$ cat src/rtl/sha256_pkg.sv
// Shared definitions for the SHA-256 front end: block geometry, pad marker,
// padder FSM states and the big-endian byte-slot helper.
package sha256_pkg;

    localparam int unsigned BLOCK_W     = 512;
    localparam int unsigned BLOCK_BYTES = BLOCK_W / 8;
    localparam int unsigned LEN_FIELD_W = 64;
    localparam logic [7:0]  PAD_MARK    = 8'h80;

    typedef enum logic [1:0] {
        FILL,
        PAD,
        EMIT
    } padder_state_t;

    // Byte 0 of a block sits in the top byte lane, byte 63 in the bottom one.
    function automatic int unsigned byte_lsb(input int unsigned slot);
        return BLOCK_W - 8 * (slot + 1);
    endfunction

endpackage

$ cat src/rtl/sha256_pad_mask.sv
// Decodes the fill pointer into the per-byte masks the PAD cycle needs.
// Bit i of each mask refers to block byte i.
module sha256_pad_mask
    import sha256_pkg::*;
(
    input  logic [6:0]             ptr,
    output logic [BLOCK_BYTES-1:0] keep_mask,
    output logic [BLOCK_BYTES-1:0] mark_onehot,
    output logic                   fits_len
);

    // Bytes below ptr hold message data; the marker goes exactly at ptr.
    always_comb begin
        keep_mask   = '0;
        mark_onehot = '0;
        for (int unsigned i = 0; i < BLOCK_BYTES; i++) begin
            keep_mask[i]   = (7'(i) < ptr);
            mark_onehot[i] = (7'(i) == ptr);
        end
        fits_len = (ptr <= 7'd55);
    end

endmodule

$ cat src/rtl/sha256_padder.sv
// Byte-stream to padded 512-bit block converter for the SHA-256 core.
// Collects bytes into a block buffer, pads in a single cycle, and emits a
// trailing length-only block in place when the length does not fit.
module sha256_padder
    import sha256_pkg::*;
#(
    parameter int unsigned LEN_W = 29
) (
    input  logic               clk,
    input  logic               reset_n,
    input  logic               in_valid,
    output logic               in_ready,
    input  logic [7:0]         in_data,
    input  logic               in_last,
    input  logic               in_keep,
    output logic               blk_valid,
    input  logic               blk_ready,
    output logic [BLOCK_W-1:0] blk_data,
    output logic               blk_first,
    output logic               blk_last
);

    padder_state_t        state_q, state_d;
    logic [6:0]           ptr_q, ptr_d;
    logic [LEN_W-1:0]     count_q, count_d;
    logic [BLOCK_W-1:0]   blk_q, blk_d;
    logic                 first_q, first_d;
    logic                 final_q, final_d;
    logic                 mark_done_q, mark_done_d;
    logic                 len_pend_q, len_pend_d;

    logic [BLOCK_BYTES-1:0] keep_mask;
    logic [BLOCK_BYTES-1:0] mark_onehot;
    logic                   fits_len;
    logic [LEN_FIELD_W-1:0] len_bits;
    logic [BLOCK_W-1:0]     pad_blk;
    logic [BLOCK_W-1:0]     len_blk;

    sha256_pad_mask u_pad_mask (
        .ptr         (ptr_q),
        .keep_mask   (keep_mask),
        .mark_onehot (mark_onehot),
        .fits_len    (fits_len)
    );

    assign len_bits = LEN_FIELD_W'({count_q, 3'b000});

    // Block formed during PAD: kept data, marker, zero fill, optional length.
    always_comb begin
        pad_blk = '0;
        for (int unsigned i = 0; i < BLOCK_BYTES; i++) begin
            if (keep_mask[i]) begin
                pad_blk[byte_lsb(i) +: 8] = blk_q[byte_lsb(i) +: 8];
            end else if (mark_onehot[i]) begin
                pad_blk[byte_lsb(i) +: 8] = PAD_MARK;
            end
        end
        if (fits_len) begin
            pad_blk[LEN_FIELD_W-1:0] = len_bits;
        end
    end

    // Trailing block when the length spilled over; marker only if not yet sent.
    always_comb begin
        len_blk                  = '0;
        len_blk[BLOCK_W-1 -: 8]  = mark_done_q ? 8'h00 : PAD_MARK;
        len_blk[LEN_FIELD_W-1:0] = len_bits;
    end

    // State and datapath registers.
    always_ff @(posedge clk or negedge reset_n) begin
        if (!reset_n) begin
            state_q     <= FILL;
            ptr_q       <= '0;
            count_q     <= '0;
            blk_q       <= '0;
            first_q     <= 1'b1;
            final_q     <= 1'b0;
            mark_done_q <= 1'b0;
            len_pend_q  <= 1'b0;
        end else begin
            state_q     <= state_d;
            ptr_q       <= ptr_d;
            count_q     <= count_d;
            blk_q       <= blk_d;
            first_q     <= first_d;
            final_q     <= final_d;
            mark_done_q <= mark_done_d;
            len_pend_q  <= len_pend_d;
        end
    end

    // Next-state and datapath update.
    always_comb begin
        state_d     = state_q;
        ptr_d       = ptr_q;
        count_d     = count_q;
        blk_d       = blk_q;
        first_d     = first_q;
        final_d     = final_q;
        mark_done_d = mark_done_q;
        len_pend_d  = len_pend_q;
        unique case (state_q)
            FILL: begin
                if (in_valid) begin
                    if (!in_last || in_keep) begin
                        blk_d[byte_lsb(32'(ptr_q[5:0])) +: 8] = in_data;
                        ptr_d   = ptr_q + 7'd1;
                        count_d = count_q + LEN_W'(1);
                    end
                    if (in_last) begin
                        state_d = PAD;
                    end else if (ptr_q == 7'd63) begin
                        state_d = EMIT;
                        final_d = 1'b0;
                    end
                end
            end
            PAD: begin
                blk_d       = pad_blk;
                mark_done_d = !ptr_q[6];
                final_d     = fits_len;
                len_pend_d  = !fits_len;
                state_d     = EMIT;
            end
            EMIT: begin
                if (blk_ready) begin
                    if (len_pend_q) begin
                        blk_d      = len_blk;
                        final_d    = 1'b1;
                        len_pend_d = 1'b0;
                        first_d    = 1'b0;
                    end else if (final_q) begin
                        count_d     = '0;
                        ptr_d       = '0;
                        final_d     = 1'b0;
                        mark_done_d = 1'b0;
                        len_pend_d  = 1'b0;
                        first_d     = 1'b1;
                        state_d     = FILL;
                    end else begin
                        ptr_d   = '0;
                        first_d = 1'b0;
                        state_d = FILL;
                    end
                end
            end
            default: state_d = FILL;
        endcase
    end

    // Handshake and block outputs.
    always_comb begin
        in_ready  = (state_q == FILL);
        blk_valid = (state_q == EMIT);
        blk_data  = blk_q;
        blk_first = first_q;
        blk_last  = final_q;
    end

endmodule

$ cat config.mk
export PLATFORM = sky130hd
export DESIGN_NAME = sha256_padder
export DESIGN_NICKNAME = d
export VERILOG_FILES = /design/src/rtl/sha256_pkg.sv /design/src/rtl/sha256_pad_mask.sv /design/src/rtl/sha256_padder.sv
export SDC_FILE = /design/constraint.sdc
export NUM_CORES = 1
export LEC_CHECK = 0
export CAP_MARGIN = 20
export CORE_MARGIN = 8
export CORE_UTILIZATION = 55
export CTS_CLUSTER_SIZE = 12
export DETAILED_ROUTE_END_ITERATION = 12
export DONT_BUFFER_PORTS = 1
export PLACE_DENSITY = 0.72
export SLEW_MARGIN = 40
export SYNTH_ARGS = -nofsm -noshare
export SYNTH_HDL_FRONTEND = slang
export SYNTH_SLANG_ARGS = --single-unit
export TNS_END_PERCENT = 50
$ cat constraint.sdc
create_clock -name clk -period 5.4 [get_ports clk]
set_input_delay 0.27 -clock clk [delete_from_list [all_inputs] [get_ports clk]]
set_output_delay 0.27 -clock clk [all_outputs]
set_load 0.02 [all_outputs]
# Yosys cells after proc, flatten, opt, wreduce, memory -nomap -nowiden
# Index checks and enable logic that the tools add are counted.
# word_totals
ff_bits	554
latchBits	0
ramBits	0
romBits	0
n_memories	0
# classes
addsub	5
n_mul	0
div	0
order_cmp	65
n_eq_ne	139
shifts	2
mux	167
bitwise	0
n_reduce_logical	80
# op_table
operator	n
512-bit two-way mux	4
512-bit case mux with 3 select lines	1
8-bit two-way mux	129
512-bit bitwise mux	1
8-bit by 34-bit variable shift with 512-bit output, first input constant	1
8-bit by 34-bit indexed part select with 512-bit output	1
6-bit AND reduction	65
6-bit by 7-bit == test with 1-bit output, first input constant	32
6-bit by 7-bit < comparator with 1-bit output, first input constant	32
29-bit two-way mux	5
2-bit inequality test, second input constant	59
5-bit by 7-bit == test with 1-bit output, first input constant	16
5-bit by 7-bit < comparator with 1-bit output, first input constant	16
64-bit two-way mux	1
29-bit case mux with 2 select lines	1
4-bit by 7-bit == test with 1-bit output, first input constant	8
4-bit by 7-bit < comparator with 1-bit output, first input constant	8
32-bit negation with 34-bit output	1
29-bit by 1-bit adder with 29-bit output, second input constant	1
3-bit by 7-bit == test with 1-bit output, first input constant	4
3-bit by 7-bit < comparator with 1-bit output, first input constant	4
7-bit two-way mux	4
3-bit inequality test, second input constant	8
2-bit by 7-bit == test with 1-bit output, first input constant	2
27 further kinds	54

# Longest topological paths before layout
# Gate-level depths: netlist of the first run.
# depth
word_depth	8
mapped_depth	21
mapped_depth_nobuf	16

# Cells and area by module
# From an unflattened synthesis of the first run, not the netlist that was laid out.
# hier_totals
cells_unflattened	2419
area_unflattened_um2	26018.7
# modules_own_cells
module	instances	cells_each	area_each_um2	seq_area_each_um2
sha256_padder	1	2216	24887.6	13864.5
sha256_pad_mask	1	203	1131.1	0.0

# Worst setup path after synthesis of the first run
# OpenSTA, ideal clock, no wires.
# synth_timing
path_kind	register -> register
startpoint	reg ptr_q[0]
endpoint	reg (tool-made name)
arrival_ns	5.294
t_required_ns	5.275
path_slack_ns	-0.019
path_stages_with_launch	22
period_less_slack_ns	5.419
cell_sequence	dfrtp_1 -> buf_2 -> clkinv_1 -> ha_1 -> buf_2 -> or3b_1 -> or4_1 -> a21o_1 -> a21oi_4 -> inv_1 -> ha_1 -> nor4b_1 -> a22oi_1 -> nor3_1 -> nand2_1 -> or3_1 -> buf_4 -> buf_6 -> o31ai_1 -> and3_1 -> buf_2 -> mux2_2
# synth_rtl
element	line	text
from (decl)	sha256_padder.sv:24	logic [6:0] ptr_q, ptr_d;
from (signal assigned)	sha256_padder.sv:83	ptr_q <= ptr_d;

==> metrics.md, run 1 <==
| Metric | Value |
|---|---|
| Critical path arrival | 5.81 ns |
| Crit path max fanout | 8 |
| Yosys warning count | 0 |
| XOR/XNOR Fraction of Synth Area | 0.986% |
| Syn_area_per_cell | 11.0 sq um |
| DP HPWL | 75.7 mm |
| Worst Hold Class | in2async |
| Initial antenna violation count | 0 |
| Initial Util | 55.4% |
| Final net count | 2416 |
| Crit path required time | 5.94 ns |
| Slowest CP cell | or4_1 |
| Final clock skew | 0.0189 ns |
| Reg clk slew, reported paths | 0.06 ns |
| WL per Instance | 34.1 um |
| Unique cell type count in the Yosys netlist | 101 |
| Max-cap viol count | 0 |
| Simple-gate share of the synthesized area | 13.4% |
| Vias in the first global route | 21300 |
| Hold-fix buffers at CTS | 7 |
| Die width | 232 um |
| Ys async rst share | 100% |
| Number of synthesized flops with an enable pin | 0 |
| TritonCTS Buffers | 56 |
| RePlAce Congestion | 1.06 |
| DR vias | 21600 |
| H-tree depth | 2 |
| Synthesis-to-finish area growth | 12.2% |
| WP buf/inv | 2 |
| Die ar. | 53800 sq um |
| Post-synthesis compound-gate area fraction | 23.6% |
| Mux contribution to synthesized area | 4.01% |
| I/O pin total | 530 |
| Mapped Cells | 2335 |
| Commonest non-fill, non-tap cell in the layout | dfrtp_1 |
| Worst r2r src | ptr_q[0] |
| Seq cells post-synth | 554 |
| Largest family of logic cells by synthesized area | compound AO/OA/AOI/OAI gates |
| DP Cell Count | 2923 |
| Core region area | 46300 sq um |
| Worst path most repeated cell | ha_1 |
| Slew @ Worst Pin | 2.48 ns |
| Hold WS | -0.630 ns |
| Met2 usage | 57.7% |
| Clock sink total | 554 |
| Minimum clock period | 5.27 ns |
| Longest Clk Path Bufs | 3 |
| Reg2Reg Depth | 16 |
| Clk root buf | clkbuf_16 |
| Post-Route WL | 103 mm |
| Post-DR vias/cell | 7.16 |
| R2R Setup Slk | 0.13 ns |
| Final setup fails | 0 |
| IO Port Bufs | 0 |
| Fin crit share | 97.6% |
| # DRC | 0 |
| Most Crowded Layer GR | met2 |
| Failing checks | hold timing, slew limit |
| Ys flop type | dfrtp_1 |
| Max-slew violations | 324 |
| WP depth | 16 |
| Cell area after synthesis | 25600 sq um |
| Most frequent cells in the layout | dfrtp_1, a22o_1, nand2_1, nor2_1, buf_4 |
| Layout Cells excl Fill | 3019 |
| Critical path class | reg2reg |
| Iteration-0 DRC Markers | 2671 |
| Status | finished, violations left |
| Worst path cell trace | ha_1 -> ha_1 -> or3b_1 -> or4_4 -> a21o_1 -> a21oi_4 -> inv_1 -> ha_1 -> nor4b_1 -> a22oi_1 -> nor3_1 -> nand2_1 -> buf_4 -> or4_1 -> o21ai_0 -> mux2_2 |
| P_leak | 12.8 nW |
| DR pass1 iterations | 6 |
| Final global-route overflow total | 0 |
| Element type at the critical path end | register |
| Share of cells above drive strength 1 | 17.5% |
| FMAX | 190 MHz |
| Syn nets | 2367 |
| # rows | 79 |
| GRT Overall Usage | 37.1% |
| Worst-Skew Late Latency | 0.61 ns |
| Crit-path max cell delay | 0.80 ns |
| First-pass GRT wire length | 150 mm |
| Delay-heaviest family, CP | simple AND/OR/NAND/NOR gates |
| Seq/Total Area, Yosys | 54.1% |
| Adder-Cell Fraction of Synth Area | 0.878% |
| Setup TNS | 0 ns |
| Startpoint types | register |
| CTS tree | built |
| Pwr Density | 640 nW/um^2 |
| Hold Fails Final Rpt | 553 |
| M3 GR Usage | 12.4% |
| Worst VDD drop | 443 uV |
| Post-route ant nets | 0 |
| Largest net degree at the start of global routing | 555 |
| Die Y | 232 um |
| Rel. slew slack | -65.6% |
| Met1 Use GR | 47.6% |
| # diodes | 0 |
-- timing repair --
action	CTS	global route
cloned	0	0
resized for setup	1	25
hold endpoints to repair	564	554
setup buffers	0	1
pin swaps	0	8
setup endpoints to repair	2	235
-- worst max path at each step --
stage          startpoint        to  slack, ns
2_1_floorplan    ptr_q[0]  register       0.04
3_3_place_gp     ptr_q[0]  register       0.16
3_5_place_dp     ptr_q[0]  register       0.02
4_1_cts          ptr_q[0]  register      0.006
5_1_grt          ptr_q[0]  register      -0.02
6_report         ptr_q[0]  register       0.13
-- layout make-up --
cell class,instances,area (sq um)
fill,3712,17500
multi-input combinational,1595,11200
timing repair buffer,155,1230
tap,607,759
sequential,554,13900
clock buffer,78,1550
clock inverter,8,96.3
inverter,22,82.6
-- cell usage after synthesis, types with 7 or more instances --
cell type  instances  area, sq um
o21ai_2           31          272
and2_1            13         81.3
o311ai_0          12          105
clkbuf_1         111          417
o31ai_1           31          233
or3_1             24          150
or2_2             10         62.6
ha_1              18          225
nor4_1            18          113
a31oi_1            7         43.8
and3_1            20          125
xnor2_1           10         87.6
nor4_2             7         87.6
o21ai_0          128          641
nor2b_1           19          119
mux2i_1           10          100
o22ai_1           22          138
nand2_1          229          860
dfrtp_1          553        13800
nor2_1           157          589
nor4_4             8          170
nand3_1           52          260
a22o_1           280         2450
nand4_1           18          113
buf_2             32          160
buf_1             12         45.0
o2bb2ai_1         92          806
inv_1             19         71.3
nand2b_1          14         87.6
a22oi_1           46          345
nor3_1            51          255
a21oi_1           47          235
o21a_1             7         52.6
mux2_2            76          856
xor2_1            17          149
a2bb2oi_1          7         61.3
-- through the flow --
stage                     worst slack [ns]  util [%]  cell area (sq um)  power [mW]  hold slack [ns]
final                                0.132      62.2              28800        18.4           -0.630
after global routing               -0.0249      62.2              28800        19.0           -0.641
after CTS                          0.00571      61.8              28600        17.9           -0.646
after detailed placement            0.0234      58.1              26900        14.3         -0.00159
after global placement               0.163      58.0              26800        14.1        -0.000804
after floorplan                     0.0422         -              25600        10.9          -0.0256
-- power by group --
part | leakage [nW] | internal [mW] | switching, mW
logic | 4.48 | 2.45 | 6.46
registers | 7.53 | 4.68 | 1.19
clock network | 0.800 | 2.06 | 1.58
-- per-layer routing --
layer  share of wire, %  wire length, um  up-vias
met5                  0                0        -
met4                4.9             5020        0
met3                 12            12100      312
met2                 46            47100     1391
met1                 38            38600    11100
li1                   -                -     8836
-- cells by family after synthesis --
| logic type | Yosys count |
|---|---|
| muxes | 92 |
| adders and majority gates | 18 |
| DFF | 554 |
| AOI/OAI and AO/OA | 778 |
| and+or+nand+nor | 679 |
| xor gates and xnor gates | 28 |
| buffers and inverters | 186 |
Note: power is estimated with default switching activity, not from simulation.
==> run 2, diff against run 1 <==
- CORE_MARGIN: 8 -> 2
- HOLD_SLACK_MARGIN: unset -> 0.12
==> metrics.md, run 2 (synthesized netlist as in run 1, its figures left out) <==
| Metric | Value |
|---|---|
| Status | finished, violations left (unchanged) |
| Failing checks | hold timing, slew limit (unchanged) |
| Post-DR vias/cell | 7.09 (was 7.16) |
| Final global-route overflow total | 0 (unchanged) |
| R2R Setup Slk | 0.22 ns (was 0.13 ns) |
| Slew @ Worst Pin | 2.46 ns (was 2.48 ns) |
| Vias in the first global route | 21000 (was 21300) |
| Final net count | 2416 (unchanged) |
| WL per Instance | 32.7 um (was 34.1 um) |
| Die width | 220 um (was 232 um) |
| Worst setup path start | ptr_q[1] (was ptr_q[0]) |
| # diodes | 0 (unchanged) |
| Worst r2r src | ptr_q[1] (was ptr_q[0]) |
| Core region area | 46300 sq um (unchanged) |
| Crit path required time | 5.89 ns (was 5.94 ns) |
| Worst VDD drop | 392 uV (was 443 uV) |
| Largest net degree at the start of global routing | 555 (unchanged) |
| Longest Clk Path Bufs | 3 (unchanged) |
| Startpoint types | register (unchanged) |
| Clock sink total | 554 (unchanged) |
| Rel. slew slack | -63.7% (was -65.6%) |
| Clk root buf | clkbuf_16 (unchanged) |
| Total power | 18.4 mW (about the same) |
| Initial antenna violation count | 1 (was 0) |
| DP HPWL | 72.1 mm (was 75.7 mm) |
| DP Cell Count | 2919 (was 2923) |
| Reg clk slew, reported paths | 0.07 ns (was 0.06 ns) |
| P_leak | 12.8 nW (about the same) |
| DR pass1 iterations | 5 (was 6) |
| Commonest non-fill, non-tap cell in the layout | dfrtp_1 (unchanged) |
| CTS tree | built (unchanged) |
| GRT Overall Usage | 40.1% (was 37.1%) |
| Most frequent cells in the layout | dfrtp_1, a22o_1, nand2_1, nor2_1, buf_4 (unchanged) |
| # DRC | 0 (unchanged) |
| Hold-fix buffers at CTS | 11 (was 7) |
| Fin crit share | 95.9% (was 97.6%) |
| Critical path arrival | 5.67 ns (was 5.81 ns) |
| Hold Fails Final Rpt | 554 (was 553) |
| Initial Util | 55.4% (unchanged) |
| Iteration-0 DRC Markers | 2549 (was 2671) |
| Minimum clock period | 5.18 ns (was 5.27 ns) |
| Worst-Skew Late Latency | 0.61 ns (about the same) |
| DR vias | 21400 (was 21600) |
| Die ar. | 48400 sq um (was 53800 sq um) |
| Hold WS | -0.635 ns (was -0.630 ns) |
| Pwr Density | 638 nW/um^2 (was 640 nW/um^2) |
| Max-cap viol count | 0 (unchanged) |
| Layout Cells excl Fill | 3019 (unchanged) |
| Post-route ant nets | 0 (unchanged) |
| Post-Route WL | 98.7 mm (was 103 mm) |
| Share of cells above drive strength 1 | 18.1% (was 17.5%) |
| I/O pin total | 530 (unchanged) |
| FMAX | 193 MHz (was 190 MHz) |
| First-pass GRT wire length | 143 mm (was 150 mm) |
| Max-slew violations | 310 (was 324) |
| Critical path class | reg2reg (unchanged) |
| Reg2Reg Depth | 17 (was 16) |
| Element type at the critical path end | register (unchanged) |
| Final setup fails | 0 (unchanged) |
| Crit path max fanout | 9 (was 8) |
| Final clock skew | 0.0118 ns (was 0.0189 ns) |
| TritonCTS Buffers | 56 (unchanged) |
| Worst Hold Class | in2async (unchanged) |
| H-tree depth | 2 (unchanged) |
| RePlAce Congestion | 1.06 (about the same) |
| # rows | 79 (unchanged) |
| Synthesis-to-finish area growth | 12.7% (was 12.2%) |
| Die Y | 220 um (was 232 um) |
| IO Port Bufs | 0 (unchanged) |
-- run 2: changes by cell type in the layout (fill, tap and decap cells not counted), sizes merged --
cell,delta
clkinvlp,-1
buf,-3
inv,+1
clkbuf,-4
dlygate4sd3,+4
clkinv,+3
-- run 2: worst min-delay path by stage --
stage	start	end	slack [ns]
3_5_place_dp	reset_n	blk_data[412]	-0.004
4_1_cts	reset_n	blk_data[94]	-0.65
3_3_place_gp	reset_n	blk_data[88]	-0.007
2_1_floorplan	reset_n	async pin	-0.03
6_report	reset_n	blk_data[88]	-0.63
5_1_grt	reset_n	blk_data[89]	-0.64
-- run 2: where the power goes --
part	switching, mW	total [mW]	internal [mW]	leakage, nW
clock	1.60	3.71	2.11	0.837
sequential	1.17	5.85	4.68	7.53
combinational	6.48	8.87	2.39	4.47
total	9.25	18.4	9.18	12.8
-- run 2: worst max-delay path: stages, from the launching register on --
cell,delay (ns)
dfrtp_2,0.46
ha_1,0.23
ha_1,0.29
or3b_1,0.38
or4_1,0.57
a21o_1,0.24
a21oi_4,0.19
inv_1,0.08
ha_1,0.29
nor4b_1,0.25
nand4_1,0.20
nor3_2,0.18
nand2_1,0.10
or3_4,0.47
buf_4,0.22
or3_1,0.35
a21oi_1,0.20
mux2_2,0.36
-- run 2: stage by stage --
stage               util, %  instance area (sq um)  setup TNS, ns  hold WS [ns]  setup WS [ns]
finish                 62.4                  28900              0        -0.635          0.224
global route           62.4                  28900        -0.0103        -0.643        -0.0103
CTS                    61.9                  28700              0        -0.646        0.00737
detailed placement     58.0                  26800              0      -0.00360         0.0510
global placement       57.9                  26800              0      -0.00665         0.0808
floorplan                 -                  25600              0       -0.0256         0.0422
-- run 2: repair_timing --
item,4_1_cts,5_1_grt
hold endpoints to repair,575,554
gates resized for setup,0,42
setup buffers,0,2
setup endpoints to repair,0,264
-- run 2: layout make-up --
| cell class | count | area (sq um) |
|---|---|---|
| multi-input cells | 1595 | 11300 |
| clock inverters | 11 | 116 |
| fillers | 3688 | 17400 |
| inverters | 22 | 82.6 |
| well taps | 607 | 759 |
| flip-flops and latches | 554 | 13900 |
| repair buffers | 155 | 1210 |
| clock buffers | 75 | 1570 |
-- run 2: per-layer routing --
layer / GRT usage [%] / wire, um / up-vias
met4: 18.5 / 4970 / 0
met3: 11.8 / 11000 / 258
met5: 0 / 0 / -
met2: 62.7 / 45600 / 1358
met1: 51.7 / 37200 / 10900
li1: - / - / 8859
